**src/rtl/stopwatch_up.sv**
```systemverilog
// Count-up MM:SS stopwatch with a BCD digit chain, lap freeze and registered
// 7-segment outputs for each of the four displayed digits.
module stopwatch_up #(
    parameter bit WRAP    = 1'b0,
    parameter bit SEG_INV = 1'b0
) (
    input  logic        clk,
    input  logic        rst,
    input  logic        tick,
    input  logic        start_stop,
    input  logic        lap,
    input  logic        clear,
    output logic [15:0] count_bcd,
    output logic [6:0]  out_second_unit,
    output logic [6:0]  out_second_tens,
    output logic [6:0]  out_minute_unit,
    output logic [6:0]  out_minute_tens,
    output logic        running,
    output logic        lap_active,
    output logic        overflow
);

    typedef enum logic [1:0] {IDLE, RUN, PAUSE, DONE} state_t;

    state_t      state;
    logic [3:0]  sec_unit;
    logic [3:0]  sec_tens;
    logic [3:0]  min_unit;
    logic [3:0]  min_tens;
    logic [15:0] lap_value;
    logic [15:0] display_value;
    logic        at_terminal;

    assign count_bcd     = {min_tens, min_unit, sec_tens, sec_unit};
    assign display_value = lap_active ? lap_value : count_bcd;
    assign at_terminal   = (min_tens == 4'd5) && (min_unit == 4'd9) &&
                           (sec_tens == 4'd5) && (sec_unit == 4'd9);

    // Digit to segment pattern {g,f,e,d,c,b,a}, polarity applied at the end.
    function automatic logic [6:0] seg_encode(input logic [3:0] digit);
        logic [6:0] pattern;
        case (digit)
            4'd0:    pattern = 7'h3F;
            4'd1:    pattern = 7'h06;
            4'd2:    pattern = 7'h5B;
            4'd3:    pattern = 7'h4F;
            4'd4:    pattern = 7'h66;
            4'd5:    pattern = 7'h6D;
            4'd6:    pattern = 7'h7D;
            4'd7:    pattern = 7'h07;
            4'd8:    pattern = 7'h7F;
            4'd9:    pattern = 7'h6F;
            default: pattern = 7'h00;
        endcase
        return SEG_INV ? ~pattern : pattern;
    endfunction

    // Control FSM and counter: one prioritised action per cycle
    // (clear, then start_stop, then lap, then tick).
    always_ff @(posedge clk) begin
        if (rst) begin
            state      <= IDLE;
            sec_unit   <= 4'd0;
            sec_tens   <= 4'd0;
            min_unit   <= 4'd0;
            min_tens   <= 4'd0;
            lap_value  <= 16'h0000;
            lap_active <= 1'b0;
            overflow   <= 1'b0;
            running    <= 1'b0;
        end else begin
            if (WRAP) begin
                overflow <= 1'b0;
            end
            if (clear) begin
                state      <= IDLE;
                sec_unit   <= 4'd0;
                sec_tens   <= 4'd0;
                min_unit   <= 4'd0;
                min_tens   <= 4'd0;
                lap_active <= 1'b0;
                overflow   <= 1'b0;
                running    <= 1'b0;
            end else if (start_stop) begin
                case (state)
                    IDLE, PAUSE: begin
                        state   <= RUN;
                        running <= 1'b1;
                    end
                    RUN: begin
                        state   <= PAUSE;
                        running <= 1'b0;
                    end
                    default: ;
                endcase
            end else if (lap) begin
                if (state == RUN) begin
                    if (!lap_active) begin
                        lap_value <= count_bcd;
                    end
                    lap_active <= ~lap_active;
                end else if (state == PAUSE) begin
                    lap_active <= 1'b0;
                end
            end else if (tick && state == RUN) begin
                if (at_terminal) begin
                    overflow <= 1'b1;
                    if (WRAP) begin
                        sec_unit <= 4'd0;
                        sec_tens <= 4'd0;
                        min_unit <= 4'd0;
                        min_tens <= 4'd0;
                    end else begin
                        state   <= DONE;
                        running <= 1'b0;
                    end
                end else if (sec_unit != 4'd9) begin
                    sec_unit <= sec_unit + 4'd1;
                end else begin
                    sec_unit <= 4'd0;
                    if (sec_tens != 4'd5) begin
                        sec_tens <= sec_tens + 4'd1;
                    end else begin
                        sec_tens <= 4'd0;
                        if (min_unit != 4'd9) begin
                            min_unit <= min_unit + 4'd1;
                        end else begin
                            min_unit <= 4'd0;
                            min_tens <= min_tens + 4'd1;
                        end
                    end
                end
            end
        end
    end

    // Registered segment decode of the displayed (live or lapped) value.
    always_ff @(posedge clk) begin
        if (rst) begin
            out_second_unit <= seg_encode(4'd0);
            out_second_tens <= seg_encode(4'd0);
            out_minute_unit <= seg_encode(4'd0);
            out_minute_tens <= seg_encode(4'd0);
        end else begin
            out_second_unit <= seg_encode(display_value[3:0]);
            out_second_tens <= seg_encode(display_value[7:4]);
            out_minute_unit <= seg_encode(display_value[11:8]);
            out_minute_tens <= seg_encode(display_value[15:12]);
        end
    end

endmodule

```
**config.mk**
```make
export PLATFORM = sky130hd
export DESIGN_NAME = stopwatch_up
export DESIGN_NICKNAME = d
export VERILOG_FILES = /design/src/rtl/stopwatch_up.sv
export SDC_FILE = /design/constraint.sdc
export NUM_CORES = 1
export LEC_CHECK = 0
export ABC_AREA = 1
export BUFFER_PORTS_ARGS = -buffer_cell sky130_fd_sc_hd__buf_2
export CORE_MARGIN = 8
export CORE_UTILIZATION = 52
export CTS_BUF_LIST = sky130_fd_sc_hd__clkbuf_16
export DETAILED_ROUTE_END_ITERATION = 8
export PLACE_DENSITY_LB_ADDON = 0.15
export SLEW_MARGIN = 25
export SYNTH_ARGS = -nofsm -noshare
export SYNTH_HDL_FRONTEND = slang
export SYNTH_SLANG_ARGS = --single-unit
export TNS_END_PERCENT = 30
```
**constraint.sdc**
```tcl
create_clock -name clk -period 2.2 [get_ports clk]
set_clock_uncertainty 0.15 [all_clocks]
set_input_delay 0.11 -clock clk [delete_from_list [all_inputs] [get_ports clk]]
set_output_delay 0.11 -clock clk [all_outputs]
set_load 0.01 [all_outputs]
```
==> flow_metrics.env <==
export IMPL_status="completed"
export IMPL_vias=2929
export IMPL_hold_class="input pin to flop"
export IMPL_gp_congestion=0.883
export IMPL_avgRoutedWirePerCell_microns=12.7
export IMPL_stdcell_count=583
export IMPL_crit_chain="inv_1 > or2_2 > o21ai_1 > inv_1 > ha_1 > a21oi_1 > o21ai_0 > a21oi_1"
export IMPL_gr_total_overflow=0
export IMPL_grt_max_degree=23
export IMPL_synthFlopType="dfxtp_1"
export IMPL_fillers=540
export IMPL_htree_levels=3
export IMPL_critPathArrivalTime_ns=2.09
export IMPL_power_density_nw_per_um2=672
export IMPL_synth_top_area_share_pct=39.1
export IMPL_cts_made_buffers=9
export IMPL_netlist_area_sq_um=3330
export IMPL_antenna_found_initial=0
export IMPL_async_reset_ff_share_pct=0
export IMPL_synth_area_top_cells="dfxtp_1 (39%), ha_1 (11%), nand2_1 (9.2%)"
export IMPL_synth_top_area_cell="dfxtp_1"
export IMPL_max_freq_mhz=504
export IMPL_critical_path_class="flop to flop"
export IMPL_slowest_delay_ns=0.39
export IMPL_hold_violations=0
export IMPL_via_per_inst=5.02
export IMPL_crit_slowest_cell="dfxtp_1"
export IMPL_synth_simple_area_share_pct=23.4
export IMPL_rows=29
export IMPL_worstMarginPinSlew_ns=0.647
export IMPL_io_pins=53
export IMPL_worstSetupPathDepth=8
export IMPL_setup_viol_count_final=0
export IMPL_ys_warn_count=0
export IMPL_finalCriticalPeriod_ns=1.98
export IMPL_final_nets=537
export IMPL_crit_buf_inv=2
export IMPL_io_buffers=52
export IMPL_synth_mux_area_share_pct=0
export IMPL_rsz0062_at_grt="false"
export IMPL_drt_wl_total_microns=7400
export IMPL_ir_drop_mv=0.676
export IMPL_synth_top_family_by_area="simple AND/OR/NAND/NOR gates"
export IMPL_seq_area_frac_synth_pct=39.1
export IMPL_maxCapViolCount=0
export IMPL_timing_slew_headroom_pct=56.8
export IMPL_cts_tree="built"
export IMPL_synth_edf_count=0
export IMPL_die_h_microns=96.0
export IMPL_grt_pass1_wl_microns=12600
export IMPL_synth_seq_cells=65
export IMPL_cts_sinks=65
export IMPL_p_leak_nw=1.80
export IMPL_core_area_sq_um=6280
export IMPL_ctsRootBufferMaster="clkbuf_16"
export IMPL_worstHoldPathCells=5
export IMPL_hpwl_microns=5430
export IMPL_clk_latency_ns=0.32
export IMPL_tns_ns=0
export IMPL_yosysUniqueCellTypes=35
export IMPL_path_delay_family="compound AO/OA/AOI/OAI gates"
export IMPL_synth_cells=441
export IMPL_insertedDiodeCount=0
export IMPL_die_area_sq_um=9220
export IMPL_cts_buffer_depth=2
export IMPL_yosysMostFrequentCell="nand2_1"
export IMPL_dp_cells=565
export IMPL_final_layout_size_suffix_gt1_share_pct=21.1
export IMPL_start_util_pct=53.0
export IMPL_clkTransAtPathRegs_ns=0.05
export IMPL_synth_common_cells="nand2_1 (82), dfxtp_1 (65), inv_1 (57), o21ai_0 (45), nor2_1 (39)"
export IMPL_finalMaxSlewViolations=0
export IMPL_worstSetupEndpointType="flop"
export IMPL_die_w_microns=96.0
export IMPL_cp_required_ns=2.30
export IMPL_syn_nets=476
export IMPL_synth_xor_area_share_pct=1.32
export IMPL_syn_to_final_growth_pct=20.7
export IMPL_grtUsageTotal_pct=17.3
export IMPL_layout_worst_path_cycle_share_pct=90.1
export IMPL_synth_avg_cell_area_sq_um=7.55
export IMPL_dr_pass1_iters=4
export IMPL_postRouteAntennaNets=0
export IMPL_synth_compound_gate_area_share_pct=15.9
export IMPL_cp_max_fo=6
export IMPL_r2r_cells=8
export IMPL_synthAdderAreaFrac_pct=10.9
export IMPL_grt_pass1_vias=2740
export IMPL_dr_first_iter_drc_count=124
export IMPL_drc=0
export IMPL_worst_setup_path_start_kind="flop"
power breakdown:
group          internal [mW]  switching (mW)  total [mW]
registers               1.18         0.00184        1.18
clock network          0.970           0.479        1.45
logic                 0.0212          0.0457      0.0669
total                   2.17           0.526        2.70
repair_timing:
| item | in CTS | in global routing |
|---|---|---|
| gates resized for setup | 0 | 5 |
| buffers inserted | 0 | 0 |
| setup endpoints to repair | 0 | 5 |
| hold endpoints to repair | 7 | 0 |
| hold buffers | 3 | 0 |
sequential cells by signal (all words and copies together), names as in the netlist:
signal	cells
min_tens	4
overflow	1
state	2
out_second_tens	7
sec_unit	4
sec_tens	4
out_second_unit	7
out_minute_unit	7
lap_value	16
lap_active	1
out_minute_tens	7
min_unit	4
running	1
cell usage in the layout (no fill, tap or decap), types with 3 or more instances in the layout:
cell type | netlist | layout
nand2_1 | 82 | 82
o21ai_1 | 7 | 8
buf_2 | 4 | 52
inv_1 | 57 | 59
nor2_1 | 39 | 39
nand2_2 | 6 | 6
dfxtp_1 | 65 | 65
nand3_1 | 15 | 15
ha_1 | 29 | 29
a21oi_1 | 34 | 34
nor2_2 | 6 | 6
nand4_1 | 4 | 4
or2_2 | 4 | 4
clkbuf_16 | 0 | 9
o21ai_0 | 45 | 42
o21ai_2 | 4 | 6
dlygate4sd3_1 | 0 | 3
xor2_1 | 4 | 4
buf_4 | 1 | 5
inv_2 | 8 | 8
cell families (layout without fill, tap and decap cells):
family,Yosys count,count (layout)
AND/OR/NAND/NOR,167,167
buffers and inverters,77,142
flip-flops,65,65
adder cells (fa/ha/maj),29,29
AO/OA/AOI/OAI,98,98
XOR/XNOR,5,5
stage by stage:
step / utilization [%] / total power, mW / area, sq um / hold WS [ns] / setup slack (ns)
global route: 64.0 / 2.79 / 4020 / 0.126 / 0.0409
finish: 64.0 / 2.70 / 4020 / 0.0902 / 0.217
floorplan: - / 1.25 / 3330 / 0.124 / 0.221
CTS: 63.9 / 2.72 / 4010 / 0.0821 / 0.160
global placement: 58.6 / 1.27 / 3680 / 0.288 / 0.228
detailed placement: 58.6 / 1.27 / 3680 / 0.295 / 0.175
final cells by class:
class                   instances  area [sq um]  area share (%)
clock inverters                 6          76.3            1.90
flip-flops and latches         65          1300            32.4
inverters                      66           249            6.20
clock buffers                   9           225            5.61
multi-input cells             299          1720            42.9
well taps                      77          96.3            2.40
repair buffers                 61           348            8.66
tightest hold or removal path: cells and delay by family:
kind | cells | cell delay (ns)
buf+inv | 2 | 0.17
simple gates | 2 | 0.17
compound gates | 1 | 0.05
per-layer routing:
layer  track usage [%]  part of all wire (%)  wire [microns]
met1              21.3                    46            3430
met2              28.0                    46            3410
met3              4.06                   5.5             408
met4              8.19                   2.0             150
met5                 0                     0               0
worst paths after layout:
path                                        end  slack, ns                 startpoint
hold / removal         sec_tens[3]$_SDFFE_PP0P_       0.09                       tick
setup reg to reg  out_second_unit[6]$_SDFF_PP0_       0.22    lap_active$_SDFFE_PP0P_
setup / recovery  out_second_unit[6]$_SDFF_PP0_       0.22    lap_active$_SDFFE_PP0P_
hold reg to reg       lap_value[8]$_SDFFE_PP0P_       0.30  lap_value[8]$_SDFFE_PP0P_
Note: power is estimated with default switching activity, not from simulation.
